==> src/rtl/segled_pkg.sv <==
// Shared 7-segment pattern constants (bit0=a .. bit6=g), used by both the
// hex->7-segment encoder and the segment-scan decoder.
package segled_pkg;

  localparam logic [6:0] SEG_0     = 7'h3F;
  localparam logic [6:0] SEG_1     = 7'h06;
  localparam logic [6:0] SEG_2     = 7'h5B;
  localparam logic [6:0] SEG_3     = 7'h4F;
  localparam logic [6:0] SEG_4     = 7'h66;
  localparam logic [6:0] SEG_5     = 7'h6D;
  localparam logic [6:0] SEG_6     = 7'h7D;
  localparam logic [6:0] SEG_7     = 7'h07;
  localparam logic [6:0] SEG_8     = 7'h7F;
  localparam logic [6:0] SEG_9     = 7'h6F;
  localparam logic [6:0] SEG_A     = 7'h77;
  localparam logic [6:0] SEG_B     = 7'h7C;
  localparam logic [6:0] SEG_C     = 7'h39;
  localparam logic [6:0] SEG_D     = 7'h5E;
  localparam logic [6:0] SEG_E     = 7'h79;
  localparam logic [6:0] SEG_F     = 7'h71;
  localparam logic [6:0] SEG_BLANK = 7'h00;

  // Indexed by nibble value, so a table scan yields the value directly.
  localparam logic [6:0] SEG_LUT [16] = '{
    SEG_0, SEG_1, SEG_2, SEG_3, SEG_4, SEG_5, SEG_6, SEG_7,
    SEG_8, SEG_9, SEG_A, SEG_B, SEG_C, SEG_D, SEG_E, SEG_F
  };

endpackage

==> src/rtl/seg7_to_nibble.sv <==
// Combinational reverse lookup of a 7-segment pattern: exact match against
// the 16 encoder patterns, plus a separate blank indication.
module seg7_to_nibble
  import segled_pkg::*;
(
  input  logic [6:0] seg,
  output logic       ok,
  output logic       blank,
  output logic [3:0] nibble
);

  always_comb begin
    ok     = 1'b0;
    nibble = 4'h0;
    blank  = (seg == SEG_BLANK);
    for (int v = 0; v < 16; v++) begin
      if (seg == SEG_LUT[v]) begin
        ok     = 1'b1;
        nibble = 4'(v);
      end
    end
  end

endmodule

==> src/rtl/segscan_decoder.sv <==
// Samples a multiplexed 7-segment bus, waits for the {seg,dig} word to be
// stable, and decodes the pattern of the enabled digit into a hex nibble.
module segscan_decoder
  import segled_pkg::*;
#(
  parameter int DIGITS        = 4,
  parameter int STABLE_CYCLES = 4,
  parameter bit SEG_ACT_LOW   = 1'b0,
  parameter bit DIG_ACT_LOW   = 1'b0
) (
  input  logic                  clk,
  input  logic                  rst_n,
  input  logic [6:0]            seg_in,
  input  logic [DIGITS-1:0]     dig_in,
  input  logic                  clr,
  output logic [4*DIGITS-1:0]   nibbles,
  output logic [DIGITS-1:0]     valid,
  output logic [DIGITS-1:0]     bad,
  output logic                  upd,
  output logic [2:0]            upd_idx
);

  localparam int CW = $clog2(STABLE_CYCLES + 1);
  localparam logic [6:0]        SEG_INV = SEG_ACT_LOW ? '1 : '0;
  localparam logic [DIGITS-1:0] DIG_INV = DIG_ACT_LOW ? '1 : '0;

  // Raw sync flops reset to the inactive level so the normalised word is 0.
  logic [6:0]        seg_s1, seg_s2;
  logic [DIGITS-1:0] dig_s1, dig_s2;

  always_ff @(posedge clk or negedge rst_n) begin
    if (!rst_n) begin
      seg_s1 <= SEG_INV;
      seg_s2 <= SEG_INV;
      dig_s1 <= DIG_INV;
      dig_s2 <= DIG_INV;
    end else begin
      seg_s1 <= seg_in;
      seg_s2 <= seg_s1;
      dig_s1 <= dig_in;
      dig_s2 <= dig_s1;
    end
  end

  logic [6:0]        seg_n;
  logic [DIGITS-1:0] dig_n;
  assign seg_n = seg_s2 ^ SEG_INV;
  assign dig_n = dig_s2 ^ DIG_INV;

  logic [6:0]        seg_p;
  logic [DIGITS-1:0] dig_p;
  logic [CW-1:0]     cnt;
  logic              same;

  assign same = ({seg_n, dig_n} == {seg_p, dig_p});

  always_ff @(posedge clk or negedge rst_n) begin
    if (!rst_n) begin
      seg_p <= '0;
      dig_p <= '0;
      cnt   <= '0;
    end else begin
      seg_p <= seg_n;
      dig_p <= dig_n;
      if (!same)
        cnt <= '0;
      else if (cnt != CW'(STABLE_CYCLES))
        cnt <= cnt + 1'b1;
    end
  end

  logic dig_onehot;
  logic cap;
  assign dig_onehot = (dig_p != '0) && ((dig_p & (dig_p - 1'b1)) == '0);
  // Saturation at STABLE_CYCLES keeps cnt from revisiting STABLE_CYCLES-1.
  assign cap = same && (cnt == CW'(STABLE_CYCLES - 1)) && dig_onehot;

  logic [2:0] cap_idx;
  always_comb begin
    cap_idx = 3'd0;
    for (int i = 0; i < DIGITS; i++)
      if (dig_p[i]) cap_idx = cap_idx | 3'(i);
  end

  logic       dec_ok;
  logic       dec_blank;
  logic [3:0] dec_nib;

  seg7_to_nibble u_dec (
    .seg    (seg_p),
    .ok     (dec_ok),
    .blank  (dec_blank),
    .nibble (dec_nib)
  );

  always_ff @(posedge clk or negedge rst_n) begin
    if (!rst_n) begin
      nibbles <= '0;
      valid   <= '0;
      bad     <= '0;
      upd     <= 1'b0;
      upd_idx <= 3'd0;
    end else begin
      upd <= cap;
      if (cap) upd_idx <= cap_idx;
      for (int i = 0; i < DIGITS; i++) begin
        if (cap && dig_p[i]) begin
          if (dec_ok) nibbles[4*i +: 4] <= dec_nib;
          valid[i] <= dec_ok;
          bad[i]   <= !dec_ok && !dec_blank;
        end
      end
      // Clear takes priority over a same-cycle capture for the flags only.
      if (clr) begin
        valid <= '0;
        bad   <= '0;
      end
    end
  end

endmodule

==> config.mk <==
export PLATFORM = sky130hd
export DESIGN_NAME = segscan_decoder
export DESIGN_NICKNAME = d
export VERILOG_FILES = /design/src/rtl/segled_pkg.sv /design/src/rtl/seg7_to_nibble.sv /design/src/rtl/segscan_decoder.sv
export SDC_FILE = /design/constraint.sdc
export NUM_CORES = 1
export LEC_CHECK = 0
export CORE_ASPECT_RATIO = 0.5
export CORE_MARGIN = 2
export CORE_UTILIZATION = 50
export DETAILED_ROUTE_END_ITERATION = 10
export HOLD_SLACK_MARGIN = 0.1
export PLACE_DENSITY_LB_ADDON = 0.25
export SKIP_CTS_REPAIR_TIMING = 1
export SLEW_MARGIN = 30
export SYNTH_ARGS = -nofsm -noshare
export SYNTH_HDL_FRONTEND = slang
export SYNTH_SLANG_ARGS = --single-unit
==> constraint.sdc <==
create_clock -name clk -period 4.5 [get_ports clk]
set_clock_uncertainty 0.05 [all_clocks]
set_input_delay 0.675 -clock clk [delete_from_list [all_inputs] [get_ports clk]]
set_output_delay 0.675 -clock clk [all_outputs]
set_load 0.005 [all_outputs]
# After elaboration in Yosys (flattened, before gate mapping)
# Cells that the tools add are included.
totals:
  ff_bits: 64
  inputBits: 14
  output_inout_bits: 28
classes:
  add_sub_neg: 2
  n_eq_ne: 20
  muxes: 46
  n_bitwise: 1
  n_reduce_logical: 21
op_table:
  columns: ["operator", "n"]
  rows:
  - ["== test 7 bit, second input constant", 12]
  - ["two-way mux 4 bit", 10]
  - ["two-way mux 1 bit", 26]
  - ["two-way mux 3 bit", 6]
  - ["== test 7 x 3 -> 1 bit, second input constant", 2]
  - ["== test 7 x 6 -> 1 bit, second input constant", 2]
  - ["== test 11 bit", 1]
  - ["logical AND 1 bit", 8]
  - ["two-way mux 2 bit", 4]
  - ["AND reduction 2 bit", 4]
  - ["nonzero test 2 bit", 4]
  - ["zero test 7 bit", 1]
  - ["bitwise AND 4 bit", 1]
  - ["zero test 4 bit", 1]
  - ["nonzero test 4 bit", 1]
  - ["subtractor 4 x 1 -> 4 bit, second input constant", 1]
  - ["adder 3 x 1 -> 3 bit, second input constant", 1]
  - ["== test 3 x 2 -> 1 bit, second input constant", 1]
  - ["!= test 3 bit, second input constant", 1]
  - ["zero test 1 bit", 2]
  - ["!= test 2 x 1 -> 1 bit, second input constant", 1]

# Logic depth before layout (Yosys ltp)
# Gate-level depths: netlist of the first run.
depth:
  ltp_word: 21
  mapped_depth: 8
  mapped_depth_nobuf: 6

# Modules after synthesis
# Synthesis of the first run repeated with hierarchy kept, for this count alone.
unflattened:
  cells_unflattened: 215
  area_unflattened_um2: 2741.4
by_module_without_submodules:
  columns: ["module", "n_inst", "cells_per_inst", "area_per_inst_um2", "seq_area_each_um2"]
  rows:
  - ["segscan_decoder", 1, 153, 2273.4, 1576.5]
  - ["seg7_to_nibble", 1, 62, 467.9, 0.0]

# Least setup slack after synthesis of the first run
# No wires, ideal clock.
synth_path:
  path_type: "register -> register"
  startpoint: "register seg_p[3]"
  endpoint: "register nibbles[12]"
  setup_time_ns: 0.125
  arrival_time_ns: 1.853
  required_ns: 4.325
  setup_slack_ns: 2.472
  stages_incl_launch_ff: 8
  synth_period_minus_slack_ns: 2.028
  path_cell_list: "dfrtp_1 > or3b_1 > a2111oi_2 > a311oi_2 > and3_1 > buf_4 > a21oi_2 > a21oi_1"
synth_between:
  elab_chain_cells: 18
synth_rtl:
  columns: ["item", "line_no", "text"]
  rows:
  - ["start, declared", "segscan_decoder.sv:50", "logic [6:0] seg_p;"]
  - ["start signal, assigned", "segscan_decoder.sv:63", "seg_p <= seg_n;"]
  - ["== test 7 x 6 -> 1 bit", "seg7_to_nibble.sv:17", "if (seg == SEG_LUT[v]) begin"]
  - ["two-way mux 1 bit (16 in a row)", "seg7_to_nibble.sv:17", null]
  - ["AND reduction 2 bit (no source line)", null, null]
  - ["end signal, assigned by index", "segscan_decoder.sv:108", "if (dec_ok) nibbles[4*i +: 4] <= dec_nib;"]
  - ["end, declared", "segscan_decoder.sv:16", "output logic [4*DIGITS-1:0] nibbles,"]
# Several ways; a longest one is shown, not always the timed one.
# A chain may end at the register's enable or synchronous reset.

# Final worst setup path of the first run
# Same ends and word-level chain as after synthesis.

==> results.sh, run 1 <==
export IMPL_layout_setup_ws_ps=1900
export IMPL_synth_fp_nets=267
export IMPL_drt_iter0_drc=111
export IMPL_yosys_area_top_type="dfrtp_1"
export IMPL_dr_pass1_iters=4
export IMPL_critPathRequiredTime_ps=4620
export IMPL_max_cap_violations=0
export IMPL_cts_made_buffers=9
export IMPL_first_global_vias=1887
export IMPL_fmax_mhz=385
export IMPL_avgSynthCellArea_um2=11.2
export IMPL_syn_inst=250
export IMPL_tightest_slew_ps=811
export IMPL_synthArstFlopShare_pct=100
export IMPL_htree_levels=3
export IMPL_slew_headroom_pct=45.7
export IMPL_ys_flop_type="dfrtp_1"
export IMPL_clk_path_buf_depth=2
export IMPL_drcViolationCount=0
export IMPL_cp_startpoint="seg_p[3]"
export IMPL_io_pins=42
export IMPL_synth_edf_count=0
export IMPL_cts_sinks=63
export IMPL_diodes=0
export IMPL_ys_ff_latch=63
export IMPL_setup_viol=0
export IMPL_routed_via_density=5.18
export IMPL_drive_gt1_share_pct=11.4
export IMPL_dpl_hpwl_mm=3.66
export IMPL_rr_startpoint="seg_p[3]"
export IMPL_cp_arrival_ps=2710
export IMPL_start_util_pct=51.5
export IMPL_hold_viol=0
export IMPL_root_buffer="clkbuf_8"
export IMPL_std_cell_rows=19
export IMPL_maxSlewViolCount=0
export IMPL_min_delay_start="dig_s1[1]"
export IMPL_yosys_top_cells_area="dfrtp_1, a21oi_1, xor2_1"
export IMPL_yosys_area_top_type_share_pct=56.2
export IMPL_die_w_um=110
export IMPL_grt_pass1_wl_mm=9.12
export IMPL_die_area_mm2=0.00626
export IMPL_syn_to_final_growth_pct=21.9
export IMPL_place_congestion=0.849
export IMPL_finalSetupTns_ps=0
export IMPL_start_kind="register"
export IMPL_grt_total_usage_pct=19.1
export IMPL_crit_type="reg2reg"
export IMPL_port_buffers=40
export IMPL_hold_class="reg2reg"
export IMPL_die_height_um=57.0
export IMPL_whs_ps=297
export IMPL_post_place_cells=347
export IMPL_status="complete, no violations"
export IMPL_avgRoutedWirePerCell_um=14.1
export IMPL_final_period_utilization_pct=57.7
export IMPL_synth_distinct_cells=46
export IMPL_hold_depth=0
export IMPL_place_ws_ps=1960
export IMPL_power_leakage_nw=1.42
export IMPL_cts_tree="yes"
export IMPL_yosysSeqAreaShare_pct=56.2
export IMPL_antenna_found_initial=0
export IMPL_insertion_delay_ps=330
export IMPL_grt_max_degree=64
export IMPL_grt_ovfl_total=0
export IMPL_ir_worst_vdd_mv=0.239
export IMPL_coreArea_mm2=0.00544
export IMPL_critPathCaptureType="register"
export IMPL_vias=1882
export IMPL_critPathMaxFanout=14
export IMPL_syn_area_mm2=0.00280
export IMPL_path_clk_slew_ps=70
export IMPL_layout_nets=302
export IMPL_fin_cells=363
export IMPL_routed_wl_mm=5.13
export IMPL_worst_r2r_cell_count=6
export IMPL_fin_crit_ps=2600
export IMPL_rsz0062_at_grt="no"
export IMPL_power_density_mw_per_mm2=356
export IMPL_yosys_warnings=0
export IMPL_ant_nets=0
## final timing paths
path	end	slack (ps)
max reg2reg	nibbles[12]	1900
min in group asynchronous	seg_s1[1]	430
max in group asynchronous	valid[1]	3460
max	nibbles[12]	1900
min reg2reg	dig_n[1]	300
min	dig_n[1]	300
## where the power goes
| part | internal [W] | total (W) | switching, W |
|---|---|---|---|
| logic | 0.0000278 | 0.0000678 | 0.0000400 |
| clock network | 0.000330 | 0.000547 | 0.000217 |
| registers | 0.000581 | 0.000601 | 0.0000201 |
## routing by layer
layer / vias up / GRT usage, % / share of wire (%)
met2: 44 / 28.5 / 44
li1: 937 / - / -
met1: 897 / 27.5 / 50
met5: - / 0 / 0
met3: 4 / 5.49 / 5.4
met4: 0 / 5.42 / 0.74
## synthesized netlist by cell type, types with 2 or more instances
library cell and number:
a211oi_1 2, a21oi_1 28, a311oi_1 4, a311oi_2 2, and3_1 2, and3b_1 2
buf_2 4, buf_4 9, clkbuf_1 2, dfrtp_1 63, ha_1 3, inv_1 14
mux2i_1 5, nand2_1 18, nand2b_1 6, nand3_1 2, nand4_1 3, nor2_1 13
nor2b_1 5, nor3_1 7, nor3_2 4, nor4_1 3, nor4_4 2, o21ai_0 2
o21ai_1 8, or3b_1 4, xnor2_1 2, xor2_1 13
## metrics by stage
stage	instance area (µm²)	util [%]	power (W)
final	3420	62.8	0.00122
after global routing	3420	62.8	0.00127
after CTS	3420	62.8	0.00123
after detailed placement	3190	58.6	0.000681
after global placement	3190	58.6	0.000680
after floorplan	2800	-	0.000653
## critical path, cell delays in order, from the launching register on
cell	delay (ps)
dfrtp_1	560
nand2_1	180
nor3_1	100
a311oi_1	550
nand4_1	590
a21oi_1	330
a21oi_1	70
## cell usage in the layout (no fill, tap or decap), types with 7 or more instances in the layout
cell             count
dfrtp_1             63
inv_1               14
a21oi_1             28
clkdlybuf4s50_1     39
nor3_1               7
o21ai_1              8
nor2_1              13
xor2_1              13
clkbuf_8            10
nand2_1             18
## flip-flops by register name, summed over array words and instances (netlist names), 7 cells and up
name,flops
nibbles,16
seg_n,7
seg_p,7
seg_s1,7
## final cells by class
cell class / count / area, µm²
Multi-Input combinational cell: 156 / 1060
Timing Repair Buffer: 41 / 403
Clock buffer: 10 / 138
Sequential cell: 63 / 1580
Inverter: 14 / 52.6
Clock inverter: 6 / 91.3
Fill cell: 461 / 2030
Tap cell: 73 / 91.3
## kinds of logic (layout without fill, tap and decap cells)
group,count (synthesis),count (layout),share of synthesized area [%]
other,1,1,0.134
DFF,63,63,56.2
buffers and inverters,31,71,5.80
muxes,5,5,1.78
and+or+nand+nor,79,79,17.5
xor gates and xnor gates,15,15,4.69
adders and majority gates,3,3,1.34
AOI/OAI and AO/OA,53,53,12.5
No activity file was read; power rests on OpenSTA's default activity.
==> inputs of run 2 (changes only) <==
--- a/config.mk
+++ b/config.mk
@@ -7,7 +7,7 @@
 export LEC_CHECK = 0
 export CORE_ASPECT_RATIO = 0.5
 export CORE_MARGIN = 2
-export CORE_UTILIZATION = 50
+export CORE_UTILIZATION = 48
 export DETAILED_ROUTE_END_ITERATION = 10
 export HOLD_SLACK_MARGIN = 0.1
 export PLACE_DENSITY_LB_ADDON = 0.25
==> constraint.sdc (replaced) <==
create_clock -name clk -period 2.23 [get_ports clk]
set_clock_uncertainty 0.05 [all_clocks]
set_input_delay 0.3345 -clock clk [delete_from_list [all_inputs] [get_ports clk]]
set_output_delay 0.3345 -clock clk [all_outputs]
set_load 0.005 [all_outputs]
==> run 2 against run 1 <==
Final area is 8.5% higher; combinational power rose to 2.6 times the previous value; critical endpoint is now valid[1]; clock-buffer cell count is 1 lower.
==> results.sh, run 2 (synthesis gave the netlist of run 1 again) <==
export IMPL_status="complete, no violations"
export IMPL_route_met3_wl_um=299
export IMPL_fin_crit_ps=2120
export IMPL_dr_pass1_iters=4
export IMPL_hold_class="reg2reg"
export IMPL_critPathRequiredTime_ps=2390
export IMPL_fin_area_mm2=0.00371
export IMPL_power_leakage_nw=1.54
export IMPL_place_area_mm2=0.00333
export IMPL_largest_reg_flops=16
export IMPL_slew_headroom_pct=63.3
export IMPL_drcViolationCount=0
export IMPL_final_cell_mix="dfrtp_1, clkdlybuf4s50_1, a21oi_1"
export IMPL_p_sw_w=0.000617
export IMPL_drt_iter0_drc=131
export IMPL_grt_total_usage_pct=18.5
export IMPL_cts_sinks=63
export IMPL_fillers=428
export IMPL_dr_wl_met2_mm=2.64
export IMPL_final_period_utilization_pct=95.2
export IMPL_cp_arrival_ps=2290
export IMPL_hold_viol=0
export IMPL_fmax_mhz=471
export IMPL_critPathCaptureType="register"
export IMPL_std_cell_rows=19
export IMPL_path_clk_slew_ps=50
export IMPL_drt_met1_wl_mm=2.50
export IMPL_routed_wl_mm=5.53
export IMPL_power_density_mw_per_mm2=705
export IMPL_port_buffers=40
export IMPL_max_cap_violations=0
export IMPL_p_sw_share_pct=23.6
export IMPL_htree_levels=3
export IMPL_tightest_slew_ps=547
export IMPL_syn_to_final_growth_pct=32.3
export IMPL_multi_input_area_mm2=0.00114
export IMPL_combPwrFrac_pct=6.7
export IMPL_crit_type="reg2reg"
export IMPL_cts_tree="yes"
export IMPL_setup_viol=0
export IMPL_die_height_um=58.0
export IMPL_root_buffer="clkbuf_16"
export IMPL_cts_made_buffers=9
export IMPL_insertion_delay_ps=320
export IMPL_grt_ovfl_total=0
export IMPL_die_w_um=112
export IMPL_dpl_hpwl_mm=3.89
export IMPL_grt_max_degree=30
export IMPL_routed_via_density=5.25
export IMPL_start_kind="register"
export IMPL_pwr_share_seq_pct=46.1
export IMPL_vias=1978
export IMPL_p_int_w=0.00200
export IMPL_drive_gt1_share_pct=17.8
export IMPL_die_area_mm2=0.00651
export IMPL_ff_latch_area_mm2=0.00158
export IMPL_avgRoutedWirePerCell_um=14.7
export IMPL_diodes=0
export IMPL_largest_register="nibbles"
export IMPL_ir_worst_vdd_mv=0.445
export IMPL_place_congestion=0.921
export IMPL_grt_pass1_wl_mm=9.27
export IMPL_layout_commonest_cell="dfrtp_1"
export IMPL_first_global_vias=1927
export IMPL_layout_nets=317
export IMPL_critPathMaxFanout=11
export IMPL_maxSlewViolCount=0
export IMPL_clk_path_buf_depth=2
export IMPL_coreArea_mm2=0.00556
export IMPL_antenna_found_initial=0
export IMPL_ant_nets=0
export IMPL_top_layer="met4"
export IMPL_io_pins=42
export IMPL_clockPowerShare_pct=47.2
export IMPL_start_util_pct=50.4
export IMPL_finalSetupTns_ps=0
[run 2: changes by cell type in the layout (fill, tap and decap cells not counted), moves of 3 or more]
cell       delta
clkbuf_8     -10
buf_12        +4
dfrtp_2       +3
buf_4        +10
clkbuf_16     +9
dfrtp_1       -3
[run 2: worst paths after layout]
| path | startpoint | endpoint | slack (ps) | depth (start not counted) |
|---|---|---|---|---|
| max in group asynchronous | rst_n | seg_p[5] | 1110 | 3 |
| max reg2reg | seg_p[0] | valid[1] | 110 | 8 |
| max | seg_p[0] | valid[1] | 110 | 8 |
| min reg2reg | dig_s1[1] | dig_n[1] | 300 | 0 |
| min | dig_s1[1] | dig_n[1] | 300 | 0 |
| min in group asynchronous | rst_n | seg_s1[2] | 370 | 2 |
[run 2: final cells by class]
class | instances | share of cell area [%]
clock buffer | 9 | 6.07
clock inverter | 6 | 1.25
sequential | 63 | 42.6
timing repair buffer | 56 | 15.3
multi-input combinational | 156 | 30.9
inverter | 14 | 1.42
tap | 73 | 2.46
[run 2: power groups by stage]
| stage | logic, W | clock network [W] | registers, W |
|---|---|---|---|
| finish | 0.000175 | 0.00123 | 0.00121 |
| global placement | 0.000156 | 0 | 0.00122 |
| floorplan | 0.000109 | 0 | 0.00121 |
| CTS | 0.000161 | 0.00126 | 0.00120 |
| global route | 0.000193 | 0.00132 | 0.00121 |
| detailed placement | 0.000160 | 0 | 0.00122 |
[run 2: through the flow]
| stage | worst slack, ps | utilization (%) | instances | hold slack, ps | total power (W) |
|---|---|---|---|---|---|
| after CTS | -50.7 | 64.7 | 374 | -172 | 0.00263 |
| after detailed placement | -32.3 | 59.8 | 359 | 171 | 0.00138 |
| after global routing | -12.0 | 66.7 | 377 | 306 | 0.00272 |
| final | 107 | 66.7 | 377 | 296 | 0.00261 |
| after global placement | 89.5 | 59.8 | 359 | 162 | 0.00138 |
| after floorplan | 202 | - | 250 | -11.1 | 0.00132 |
[run 2: critical path, stage by stage, from the launching register on]
cell,delay (ps)
dfrtp_2,450
buf_4,170
xor2_1,180
nor4_4,260
nand3_4,170
nor3_2,270
buf_12,170
nor2_1,50
a311oi_1,250
[run 2: layer usage]
| metal | vias to the layer above | GRT usage (%) |
|---|---|---|
| met5 | - | 0 |
| met4 | 0 | 7.32 |
| met3 | 7 | 7.01 |
| met2 | 51 | 28.0 |
| met1 | 957 | 24.5 |
| li1 | 963 | - |
